===== src/rtl/reorder_buffer.sv =====
`default_nettype none
// ============================================================================
//  Module      : reorder_buffer
//  Description : Circular reorder buffer for the Tomasulo core. It allocates
//                tags at issue, captures CDB results, answers operand-tag
//                queries with same-cycle CDB forwarding, and commits in
//                program order. Stores go to the LS queue. A taken branch
//                flushes the buffer and redirects fetch.
//  Revision    : 1.0 - initial release
// ============================================================================
module reorder_buffer #(
    parameter int ROB_WIDTH  = 4,
    parameter int DATA_WIDTH = 32,
    parameter int REG_WIDTH  = 5
) (
    input  logic                  clk,
    input  logic                  rst_n,
    // allocation from the decoder
    input  logic                  in_alloc_ena,
    input  logic [REG_WIDTH-1:0]  in_alloc_rd,
    input  logic [1:0]            in_alloc_kind,
    output logic [ROB_WIDTH-1:0]  out_alloc_tag,
    output logic                  out_full,
    // operand queries
    input  logic [ROB_WIDTH-1:0]  in_query_tag1,
    input  logic [ROB_WIDTH-1:0]  in_query_tag2,
    output logic                  out_tag1_ready,
    output logic                  out_tag2_ready,
    output logic [DATA_WIDTH-1:0] out_value1,
    output logic [DATA_WIDTH-1:0] out_value2,
    // common data bus
    input  logic                  in_cdb_valid,
    input  logic [ROB_WIDTH-1:0]  in_cdb_tag,
    input  logic [DATA_WIDTH-1:0] in_cdb_value,
    input  logic                  in_cdb_taken,
    input  logic [DATA_WIDTH-1:0] in_cdb_target,
    // commit to regfile
    output logic                  out_commit_ena,
    output logic [REG_WIDTH-1:0]  out_commit_rd,
    output logic [DATA_WIDTH-1:0] out_commit_value,
    output logic [ROB_WIDTH-1:0]  out_commit_tag,
    // commit to LS queue
    output logic                  out_store_ena,
    output logic [ROB_WIDTH-1:0]  out_store_tag,
    // commit to fetch
    output logic                  out_flush,
    output logic [DATA_WIDTH-1:0] out_flush_pc
);

    localparam int DEPTH = 2 ** ROB_WIDTH;

    localparam logic [ROB_WIDTH-1:0] c_PTR_FIRST = ROB_WIDTH'(1);
    localparam logic [ROB_WIDTH-1:0] c_PTR_LAST  = ROB_WIDTH'(DEPTH - 1);
    localparam logic [1:0]           c_KIND_REG    = 2'd0;
    localparam logic [1:0]           c_KIND_STORE  = 2'd1;
    localparam logic [1:0]           c_KIND_BRANCH = 2'd2;

    // per-entry state; entry 0 is never allocated (tag 0 means "no tag")
    logic [DEPTH-1:0]      r_busy;
    logic [DEPTH-1:0]      r_ready;
    logic [DEPTH-1:0]      r_taken;
    logic [1:0]            r_kind   [DEPTH];
    logic [REG_WIDTH-1:0]  r_rd     [DEPTH];
    logic [DATA_WIDTH-1:0] r_value  [DEPTH];
    logic [DATA_WIDTH-1:0] r_target [DEPTH];

    logic [ROB_WIDTH-1:0]  r_head;
    logic [ROB_WIDTH-1:0]  r_tail;
    logic [ROB_WIDTH-1:0]  r_count;

    logic                  w_full;
    logic                  w_commit;
    logic                  w_flush;
    logic                  w_alloc;
    logic                  w_cdb;
    logic [1:0]            w_alloc_kind;

    // pointers skip slot 0 when wrapping
    function automatic logic [ROB_WIDTH-1:0] f_next(input logic [ROB_WIDTH-1:0] p);
        return (p == c_PTR_LAST) ? c_PTR_FIRST : p + ROB_WIDTH'(1);
    endfunction

    // control decode from current state
    always_comb begin
        w_full       = (r_count == c_PTR_LAST);
        w_commit     = (r_count != '0) && r_busy[r_head] && r_ready[r_head];
        w_flush      = w_commit && (r_kind[r_head] == c_KIND_BRANCH) && r_taken[r_head];
        // a taken-branch commit voids anything arriving in the same cycle
        w_alloc      = in_alloc_ena && !w_full && !w_flush;
        w_cdb        = in_cdb_valid && (in_cdb_tag != '0) && r_busy[in_cdb_tag] && !w_flush;
        // reserved kind behaves as a plain register write
        w_alloc_kind = (in_alloc_kind == 2'd3) ? c_KIND_REG : in_alloc_kind;
    end

    assign out_full      = w_full;
    assign out_alloc_tag = r_tail;

    // operand queries with same-cycle CDB forwarding
    always_comb begin
        out_tag1_ready = 1'b0;
        out_value1     = '0;
        out_tag2_ready = 1'b0;
        out_value2     = '0;
        if ((in_query_tag1 != '0) && r_busy[in_query_tag1]) begin
            if (in_cdb_valid && (in_cdb_tag == in_query_tag1)) begin
                out_tag1_ready = 1'b1;
                out_value1     = in_cdb_value;
            end else begin
                out_tag1_ready = r_ready[in_query_tag1];
                out_value1     = r_value[in_query_tag1];
            end
        end
        if ((in_query_tag2 != '0) && r_busy[in_query_tag2]) begin
            if (in_cdb_valid && (in_cdb_tag == in_query_tag2)) begin
                out_tag2_ready = 1'b1;
                out_value2     = in_cdb_value;
            end else begin
                out_tag2_ready = r_ready[in_query_tag2];
                out_value2     = r_value[in_query_tag2];
            end
        end
    end

    // entry state, pointers and occupancy
    always_ff @(posedge clk or negedge rst_n) begin
        if (!rst_n) begin
            r_head  <= c_PTR_FIRST;
            r_tail  <= c_PTR_FIRST;
            r_count <= '0;
            r_busy  <= '0;
            r_ready <= '0;
            r_taken <= '0;
            for (int i = 0; i < DEPTH; i++) begin
                r_kind[i]   <= '0;
                r_rd[i]     <= '0;
                r_value[i]  <= '0;
                r_target[i] <= '0;
            end
        end else if (w_flush) begin
            r_head  <= c_PTR_FIRST;
            r_tail  <= c_PTR_FIRST;
            r_count <= '0;
            r_busy  <= '0;
            r_ready <= '0;
        end else begin
            if (w_alloc) begin
                r_busy[r_tail]  <= 1'b1;
                r_ready[r_tail] <= 1'b0;
                r_taken[r_tail] <= 1'b0;
                r_kind[r_tail]  <= w_alloc_kind;
                r_rd[r_tail]    <= in_alloc_rd;
                r_value[r_tail] <= '0;
                r_tail          <= f_next(r_tail);
            end
            if (w_cdb) begin
                r_ready[in_cdb_tag]  <= 1'b1;
                r_value[in_cdb_tag]  <= in_cdb_value;
                r_taken[in_cdb_tag]  <= in_cdb_taken;
                r_target[in_cdb_tag] <= in_cdb_target;
            end
            if (w_commit) begin
                r_busy[r_head]  <= 1'b0;
                r_ready[r_head] <= 1'b0;
                r_head          <= f_next(r_head);
            end
            case ({w_alloc, w_commit})
                2'b10:   r_count <= r_count + ROB_WIDTH'(1);
                2'b01:   r_count <= r_count - ROB_WIDTH'(1);
                default: r_count <= r_count;
            endcase
        end
    end

    // registered commit pulses; data fields hold between pulses
    always_ff @(posedge clk or negedge rst_n) begin
        if (!rst_n) begin
            out_commit_ena   <= 1'b0;
            out_commit_rd    <= '0;
            out_commit_value <= '0;
            out_commit_tag   <= '0;
            out_store_ena    <= 1'b0;
            out_store_tag    <= '0;
            out_flush        <= 1'b0;
            out_flush_pc     <= '0;
        end else begin
            out_commit_ena <= 1'b0;
            out_store_ena  <= 1'b0;
            out_flush      <= 1'b0;
            if (w_commit) begin
                case (r_kind[r_head])
                    c_KIND_STORE: begin
                        out_store_ena <= 1'b1;
                        out_store_tag <= r_head;
                    end
                    c_KIND_BRANCH: begin
                        if (r_taken[r_head]) begin
                            out_flush    <= 1'b1;
                            out_flush_pc <= r_target[r_head];
                        end
                    end
                    default: begin
                        if (r_rd[r_head] != '0) begin
                            out_commit_ena   <= 1'b1;
                            out_commit_rd    <= r_rd[r_head];
                            out_commit_value <= r_value[r_head];
                            out_commit_tag   <= r_head;
                        end
                    end
                endcase
            end
        end
    end

endmodule
`default_nettype wire


===== config.mk =====
export PLATFORM = sky130hd
export DESIGN_NAME = reorder_buffer
export DESIGN_NICKNAME = d
export VERILOG_FILES = /design/src/rtl/reorder_buffer.sv
export SDC_FILE = /design/constraint.sdc
export NUM_CORES = 2
export LEC_CHECK = 0
export CORE_ASPECT_RATIO = 0.5
export CORE_MARGIN = 4
export CORE_UTILIZATION = 60
export DETAILED_ROUTE_END_ITERATION = 7
export GPL_TIMING_DRIVEN = 1
export HOLD_SLACK_MARGIN = 0.15
export PLACE_DENSITY = 0.81
export SLEW_MARGIN = 20
export SYNTH_ARGS = -nofsm -noshare
export SYNTH_HDL_FRONTEND = slang
export SYNTH_SLANG_ARGS = --single-unit

===== constraint.sdc =====
create_clock -name clk -period 8.1 [get_ports clk]
set_input_delay 1.62 -clock clk [delete_from_list [all_inputs] [get_ports clk]]
set_output_delay 1.62 -clock clk [all_outputs]
set_load 0.02 [all_outputs]

## Word-level counts from Yosys, hierarchy flattened

Cells that the tools add are included.
Widths: inputs -> output; s select.

- Equality and inequality tests: 10
- Mux-type cells: 94
- $lt $le $gt $ge: 15
- Reductions and logical operators: 34
- Add/subtract/negate cells: 4
- Bitwise gates (word level): 17

Operator list:

| cell | number |
|---|---|
| $mux 512 | 3 |
| $bwmux 512 | 2 |
| $and 512x512->512 | 1 |
| $bmux 32 s4 | 4 |
| $not 512->512 | 1 |
| $mux 32 | 14 |
| $demux 32 s4 | 2 |
| $mux 16 | 13 |
| $bwmux 80 | 1 |
| $and 16x16->16 | 4 |
| $bmux 1 s4 | 8 |
| $bwmux 32 | 1 |
| $not 16->16 | 2 |
| $or 16x16->16 | 2 |
| $mux 4 | 7 |
| $ge 5x5->1 const B | 5 |
| $lt 4x5->1 const B | 5 |
| $not 4->5 | 5 |
| $mux 1 | 23 |
| $bmux 5 s4 | 1 |
| $demux 5 s4 | 1 |
| $logic_and 1x1->1 | 18 |
| $bwmux 16 | 1 |
| $reduce_bool 4->1 | 4 |
| other kinds (22) | 46 |

- Flip-flop bits (word level): 1,276
- Word-level logic and storage cells: 252
- Output and inout port bits: 151

## Logic depth before layout (Yosys ltp)

- Depth in word-level cells: 17
- Gate-level depth with buffers: 24
- Depth with buffers taken out: 16

## Worst setup path after synthesis

No wires, ideal clock.

- Kind: input to output
- Start point: input port in_query_tag1[0]
- End point: output port out_value1[0]
- Stages: 7
- Required time: 6.480 ns
- Path buffers: 3
- Setup slack: 2.371 ns
- Arrival time: 4.109 ns
- Cell sequence: clkbuf_1 -> clkbuf_1 -> buf_1 -> mux4_2 -> mux4_2 -> nand2_1 -> a21oi_1

- Longest elaborated chain between the ends: 6
- Elaborated cells on any way between the ends: 12

Ends and longest elaborated chain:

| what | RTL line | source |
|---|---|---|
| start, declared | 25 | `input logic [ROB_WIDTH-1:0] in_query_tag1,` |
| $not 4->5 (implied by the code) | 110 | `out_value1 = r_value[in_query_tag1];` |
| $bmux 32 s4 | 110 |  |
| $mux 32 (implied by the code) (2 in series) | 110 |  |
| $mux 32 | 105 | `if (in_cdb_valid && (in_cdb_tag == in_query_tag1)) begin` |
| $mux 32 * | 104 | `if ((in_query_tag1 != '0) && r_busy[in_query_tag1]) begin` |
| end, declared | 29 | `output logic [DATA_WIDTH-1:0] out_value1,` |

Mark *: on every way between the ends. The rest lies on a longest branch, timed or not. The select of a mux whose other input is x is not followed.

## Final worst setup path

- Start point: input port in_cdb_tag[2]
- End point: output port out_value2[25]

- Longest elaborated chain between the ends: 4

Ends and longest elaborated chain:

| what | RTL line | source |
|---|---|---|
| start, declared | 33 | `input logic [ROB_WIDTH-1:0] in_cdb_tag,` |
| $eq 4x4->1 | 114 | `if (in_cdb_valid && (in_cdb_tag == in_query_tag2)) begin` |
| $logic_and 1x1->1 | 114 |  |
| $mux 32 | 114 |  |
| $mux 32 | 113 | `if ((in_query_tag2 != '0) && r_busy[in_query_tag2]) begin` |
| end, declared | 30 | `output logic [DATA_WIDTH-1:0] out_value2,` |

Every way passes these cells.

==> metrics.txt <==
# TYPE chip_impl_metric gauge
chip_impl_info{name="outcome",value="finished clean"} 1
chip_impl_metric{name="mappedNetlistArea",unit="sq mm"} 0.0676
chip_impl_metric{name="number_of_buffers_created_by_cts",unit=""} 110
chip_impl_info{name="synth_top_cells_by_count",value="dfrtp_1 (1,274), mux4_2 (668), mux2_2 (603)"} 1
chip_impl_metric{name="final_min_period_over_clock_period",unit=""} 0.809
chip_impl_info{name="most_used_cell_along_the_critical_path",value="clkdlybuf4s50_1"} 1
chip_impl_metric{name="final-setup-viol-count",unit=""} 0
chip_impl_metric{name="power.density",unit="mW/mm^2"} 363
chip_impl_info{name="hp-start",value="r_target[502]$_DFFE_PN0P_"} 1
chip_impl_metric{name="worst_hold_path.num_cells",unit=""} 0
chip_impl_metric{name="dr_vias_cell",unit=""} 7.51
chip_impl_metric{name="cts_hold_bufs",unit=""} 0
chip_impl_metric{name="ctsHtreeMaxLevel",unit=""} 3
chip_impl_metric{name="ys_async_sr_fraction",unit=""} 1.00
chip_impl_info{name="critical_path.reg2reg.startpoint",value="r_head[0]$_DFFE_PN1P_"} 1
chip_impl_metric{name="cp_max_fo",unit=""} 33
chip_impl_metric{name="dr.first_iter.drc_count",unit=""} 6917
chip_impl_metric{name="max_slew_margin",unit=""} 0.207
chip_impl_metric{name="required",unit="ns"} 6.48
chip_impl_metric{name="drtPass1Iterations",unit=""} 6
chip_impl_metric{name="synth_warnings",unit=""} 0
chip_impl_info{name="timing.hold.worst.class",value="reg2reg"} 1
chip_impl_metric{name="io_pins",unit=""} 239
chip_impl_metric{name="drive_above_1_share",unit=""} 0.350
chip_impl_info{name="kind_of_end_point_of_the_critical_path",value="primary output"} 1
chip_impl_metric{name="clockBufferDepth",unit=""} 3
chip_impl_metric{name="dpl-instance-area",unit="sq mm"} 0.0709
chip_impl_metric{name="power.net_switching",unit="mW"} 9.56
chip_impl_info{name="start_kind",value="primary input"} 1
chip_impl_metric{name="place.gp.congestion",unit=""} 0.888
chip_impl_metric{name="fmax",unit="MHz"} 153
chip_impl_metric{name="syn_area_per_cell",unit="sq um"} 13.8
chip_impl_metric{name="wire_per_inst",unit="um"} 32.7
chip_impl_metric{name="portBuffers",unit=""} 238
chip_impl_info{name="worst_setup_path_startpoint",value="in_cdb_tag[2]"} 1
chip_impl_metric{name="worst_setup_hold_path_clk_slew",unit="ns"} 0.07
chip_impl_metric{name="worst_slew_pin_slew",unit="ns"} 1.19
chip_impl_metric{name="ir_drop",unit="mV"} 0.278
chip_impl_metric{name="sequentialPowerShare",unit=""} 0.398
chip_impl_metric{name="final-max-slew-violation-count",unit=""} 0
chip_impl_metric{name="min_cycle_time_layout",unit="ns"} 6.55
chip_impl_metric{name="cp.buffers_inverters",unit=""} 2
chip_impl_info{name="yosys.area.top_type",value="dfrtp_1"} 1
chip_impl_info{name="ys_top_cells_by_area",value="dfrtp_1 (47%), mux4_2 (22%), mux2_2 (10%), mux2i_1 (5.1%), o21ai_0 (3.5%)"} 1
chip_impl_metric{name="place.detailed.hpwl",unit="mm"} 115
chip_impl_metric{name="post_synth_num_cell_types",unit=""} 57
chip_impl_metric{name="globalRouteTotalUtil",unit=""} 0.357
chip_impl_metric{name="slowest_delay",unit="ns"} 0.92
chip_impl_metric{name="clockPowerShare",unit=""} 0.219
chip_impl_metric{name="first_global_vias",unit=""} 50300
chip_impl_info{name="synth_flop_cell",value="dfrtp_1"} 1
chip_impl_info{name="cts_tree",value="done"} 1
chip_impl_metric{name="synth.yosys.seq_area_share",unit=""} 0.473
chip_impl_metric{name="placeable_core_region",unit="sq mm"} 0.111
chip_impl_metric{name="detail_route.wirelength",unit="mm"} 209
chip_impl_metric{name="dr_total_vias",unit=""} 48000
chip_impl_metric{name="fin_worst_skew",unit="ns"} 0.0486
chip_impl_metric{name="vertical_die_dimension",unit="um"} 245
chip_impl_metric{name="cts_repair_resize_count",unit=""} 0
chip_impl_metric{name="hold_viol",unit=""} 0
chip_impl_info{name="cpLargestDelayFamily",value="simple AND/OR/NAND/NOR gates"} 1
chip_impl_info{name="startpoint_to_endpoint_class_of_the_critical_path",value="in2out"} 1
chip_impl_metric{name="power_report.internal_total",unit="mW"} 17.7
chip_impl_metric{name="route.detailed.drc",unit=""} 0
chip_impl_info{name="critical-path-slowest-cell",value="and3_2"} 1
chip_impl_metric{name="timing.critical_path.arrival",unit="ns"} 4.93
chip_impl_metric{name="ff2ff_path_depth",unit=""} 10
chip_impl_metric{name="area_share_of_the_largest_cell_type_after_synthesis",unit=""} 0.472
chip_impl_info{name="crit_chain",value="clkdlybuf4s50_1, xor2_1, nor3_1, and3_2, nand2_1, a21oi_1, clkdlybuf4s50_1"} 1
chip_impl_metric{name="tns",unit="ns"} 0
chip_impl_metric{name="instance_count_of_the_mapped_netlist",unit=""} 4886
chip_impl_metric{name="detail-route-antenna-nets",unit=""} 0
chip_impl_metric{name="proportion_of_total_power_due_to_net_switching",unit=""} 0.351
chip_impl_metric{name="cts_post_setup_buffers_inserted",unit=""} 0
chip_impl_info{name="yosysMostFrequentCell",value="dfrtp_1"} 1
chip_impl_metric{name="final-instance-count-excl-fill",unit=""} 6394
chip_impl_metric{name="grt_max_degree",unit=""} 195
chip_impl_metric{name="cts_sinks",unit=""} 1276
chip_impl_info{name="timing.rr.end",value="r_target[49]$_DFFE_PN0P_"} 1
chip_impl_metric{name="nets",unit=""} 4895
chip_impl_metric{name="dp_cells",unit=""} 6176
chip_impl_info{name="timing.hold.worst_endpoint",value="r_target[502]$_DFFE_PN0P_"} 1
chip_impl_metric{name="antenna_found_initial",unit=""} 10
chip_impl_metric{name="floorplan.rows",unit=""} 86
chip_impl_metric{name="first_pass_grt_wire_length",unit="mm"} 317
chip_impl_metric{name="power.share.combinational",unit=""} 0.383
chip_impl_info{name="ctsRootBufferMaster",value="clkbuf_16"} 1
chip_impl_metric{name="initial_standard_cell_utilization_of_the_core",unit=""} 0.609
chip_impl_metric{name="postLayoutCellArea",unit="sq mm"} 0.0750
chip_impl_info{name="grt_setup_unrepaired",value="false"} 1
chip_impl_metric{name="ys_seq_elements",unit=""} 1276
chip_impl_metric{name="maxCapViolations",unit=""} 0
chip_impl_metric{name="area_delta_synth_final",unit="%"} 11.1
chip_impl_metric{name="power.static_leakage",unit="nW"} 33.3
chip_impl_metric{name="gr-total-overflow",unit=""} 0
chip_impl_metric{name="die_area",unit="sq mm"} 0.118
chip_impl_metric{name="synth_edf_count",unit=""} 0
chip_impl_metric{name="die_w",unit="um"} 483
chip_impl_metric{name="n_fill_cell",unit=""} 7140
chip_impl_metric{name="rrSetupSlack",unit="ns"} 2.07
chip_impl_metric{name="clock_latency",unit="ns"} 0.78
chip_impl_metric{name="postSynthNetCount",unit=""} 4986
## sequential cells by signal (all words and copies together), names as in the netlist, 5 cells and up
signal            flops
r_taken              16
r_busy               16
r_rd                 80
r_kind               32
out_commit_rd         5
out_flush_pc         32
r_ready              16
r_value             512
r_target            512
out_commit_value     32
## worst register-to-register path, stage by stage (launching register included)
cell and delay [ns]:
dfstp_4 1.17, buf_4 0.91, mux4_2 0.65, o22ai_1 0.21
nor4_2 0.07, buf_4 0.23, nand3_4 0.15, buf_4 0.62
nand4_1 1.00, buf_12 0.53, mux2_2 0.36
## power by group through the flow
stage	clock (mW)	sequential (mW)	combinational, mW
after global routing	6.25	11.1	11.0
final	5.97	10.8	10.4
after CTS	5.99	10.7	10.3
after floorplan	0	10.2	7.44
after detailed placement	0	10.8	10.2
after global placement	0	10.5	9.88
## final cells by class
| class | count | area [sq um] | area share |
|---|---|---|---|
| multi-input cells | 3012 | 33500 | 0.446 |
| clock buffers | 140 | 3080 | 0.0410 |
| inverters | 51 | 199 | 0.00265 |
| flip-flops and latches | 1276 | 31900 | 0.426 |
| diodes | 5 | 12.5 | 0.000167 |
| clock inverters | 70 | 1010 | 0.0135 |
| repair buffers | 344 | 3420 | 0.0456 |
| well taps | 1496 | 1870 | 0.0249 |
## cells in the final DEF (no fill, tap or decap), types with 6 or more instances in the layout
| master | synthesis | routed |
|---|---|---|
| a22oi_1 | 74 | 74 |
| a31o_2 | 35 | 35 |
| inv_1 | 17 | 17 |
| clkinvlp_4 | 0 | 17 |
| nand3_2 | 0 | 10 |
| and3_1 | 39 | 37 |
| xor2_1 | 7 | 7 |
| a21oi_1 | 94 | 92 |
| nand3_1 | 97 | 82 |
| clkbuf_1 | 377 | 9 |
| clkbuf_8 | 0 | 21 |
| clkinv_1 | 33 | 33 |
| nor2b_1 | 42 | 39 |
| o22a_1 | 17 | 17 |
| o21ai_1 | 13 | 11 |
| nor2_2 | 6 | 6 |
| xnor2_1 | 6 | 6 |
| ha_1 | 12 | 12 |
| dfrtp_1 | 1274 | 1271 |
| clkinv_2 | 0 | 21 |
| clkdlybuf4s50_1 | 0 | 229 |
| mux2_4 | 34 | 34 |
| o21ai_0 | 471 | 471 |
| nand2_1 | 285 | 282 |
| bufinv_16 | 0 | 19 |
| mux4_2 | 668 | 668 |
| clkbuf_16 | 0 | 110 |
| mux2_2 | 603 | 603 |
| mux2i_1 | 342 | 342 |
| buf_12 | 0 | 12 |
| buf_4 | 2 | 92 |
| nor2_1 | 41 | 35 |
| a22o_1 | 66 | 66 |
| nor2_4 | 0 | 6 |
## routing by layer
| layer | track usage | part of all wire | vias up |
|---|---|---|---|
| met5 | 0 | 0.00032 | - |
| met1 | 0.469 | 0.35 | 24900 |
| met4 | 0.201 | 0.064 | 10 |
| met2 | 0.531 | 0.45 | 3741 |
| li1 | - | - | 18400 |
| met3 | 0.116 | 0.13 | 943 |
## stage by stage
| step | worst slack, ns | hold WS (ns) | util | total power, mW |
|---|---|---|---|---|
| after floorplan | 2.37 | 0.425 | - | 17.7 |
| after global placement | 1.75 | 0.360 | 0.638 | 20.4 |
| after detailed placement | 1.63 | 0.363 | 0.639 | 21.1 |
| after CTS | 1.64 | 0.378 | 0.676 | 27.0 |
| after global routing | 1.36 | 0.385 | 0.676 | 28.4 |
| final | 1.55 | 0.376 | 0.676 | 27.3 |
## how the worst max path moves through the flow
stage / endpoint / slack (ns) / cells past startpoint
after global routing: out_value2[1] / 1.36 / 7
after detailed placement: out_value2[16] / 1.63 / 7
after floorplan: out_value1[0] / 2.37 / 7
after global placement: out_value2[16] / 1.75 / 7
final: out_value2[25] / 1.55 / 7
after CTS: out_value2[16] / 1.64 / 7
## cells by family after synthesis
family / share of synthesized area
AO/OA/AOI/OAI: 0.0694
XOR/XNOR: 0.00169
buffers and inverters: 0.0358
flip-flops: 0.473
adder cells (fa/ha/maj): 0.00222
AND/OR/NAND/NOR: 0.0368
multiplexers: 0.381
No activity file was read; power rests on OpenSTA's default activity.
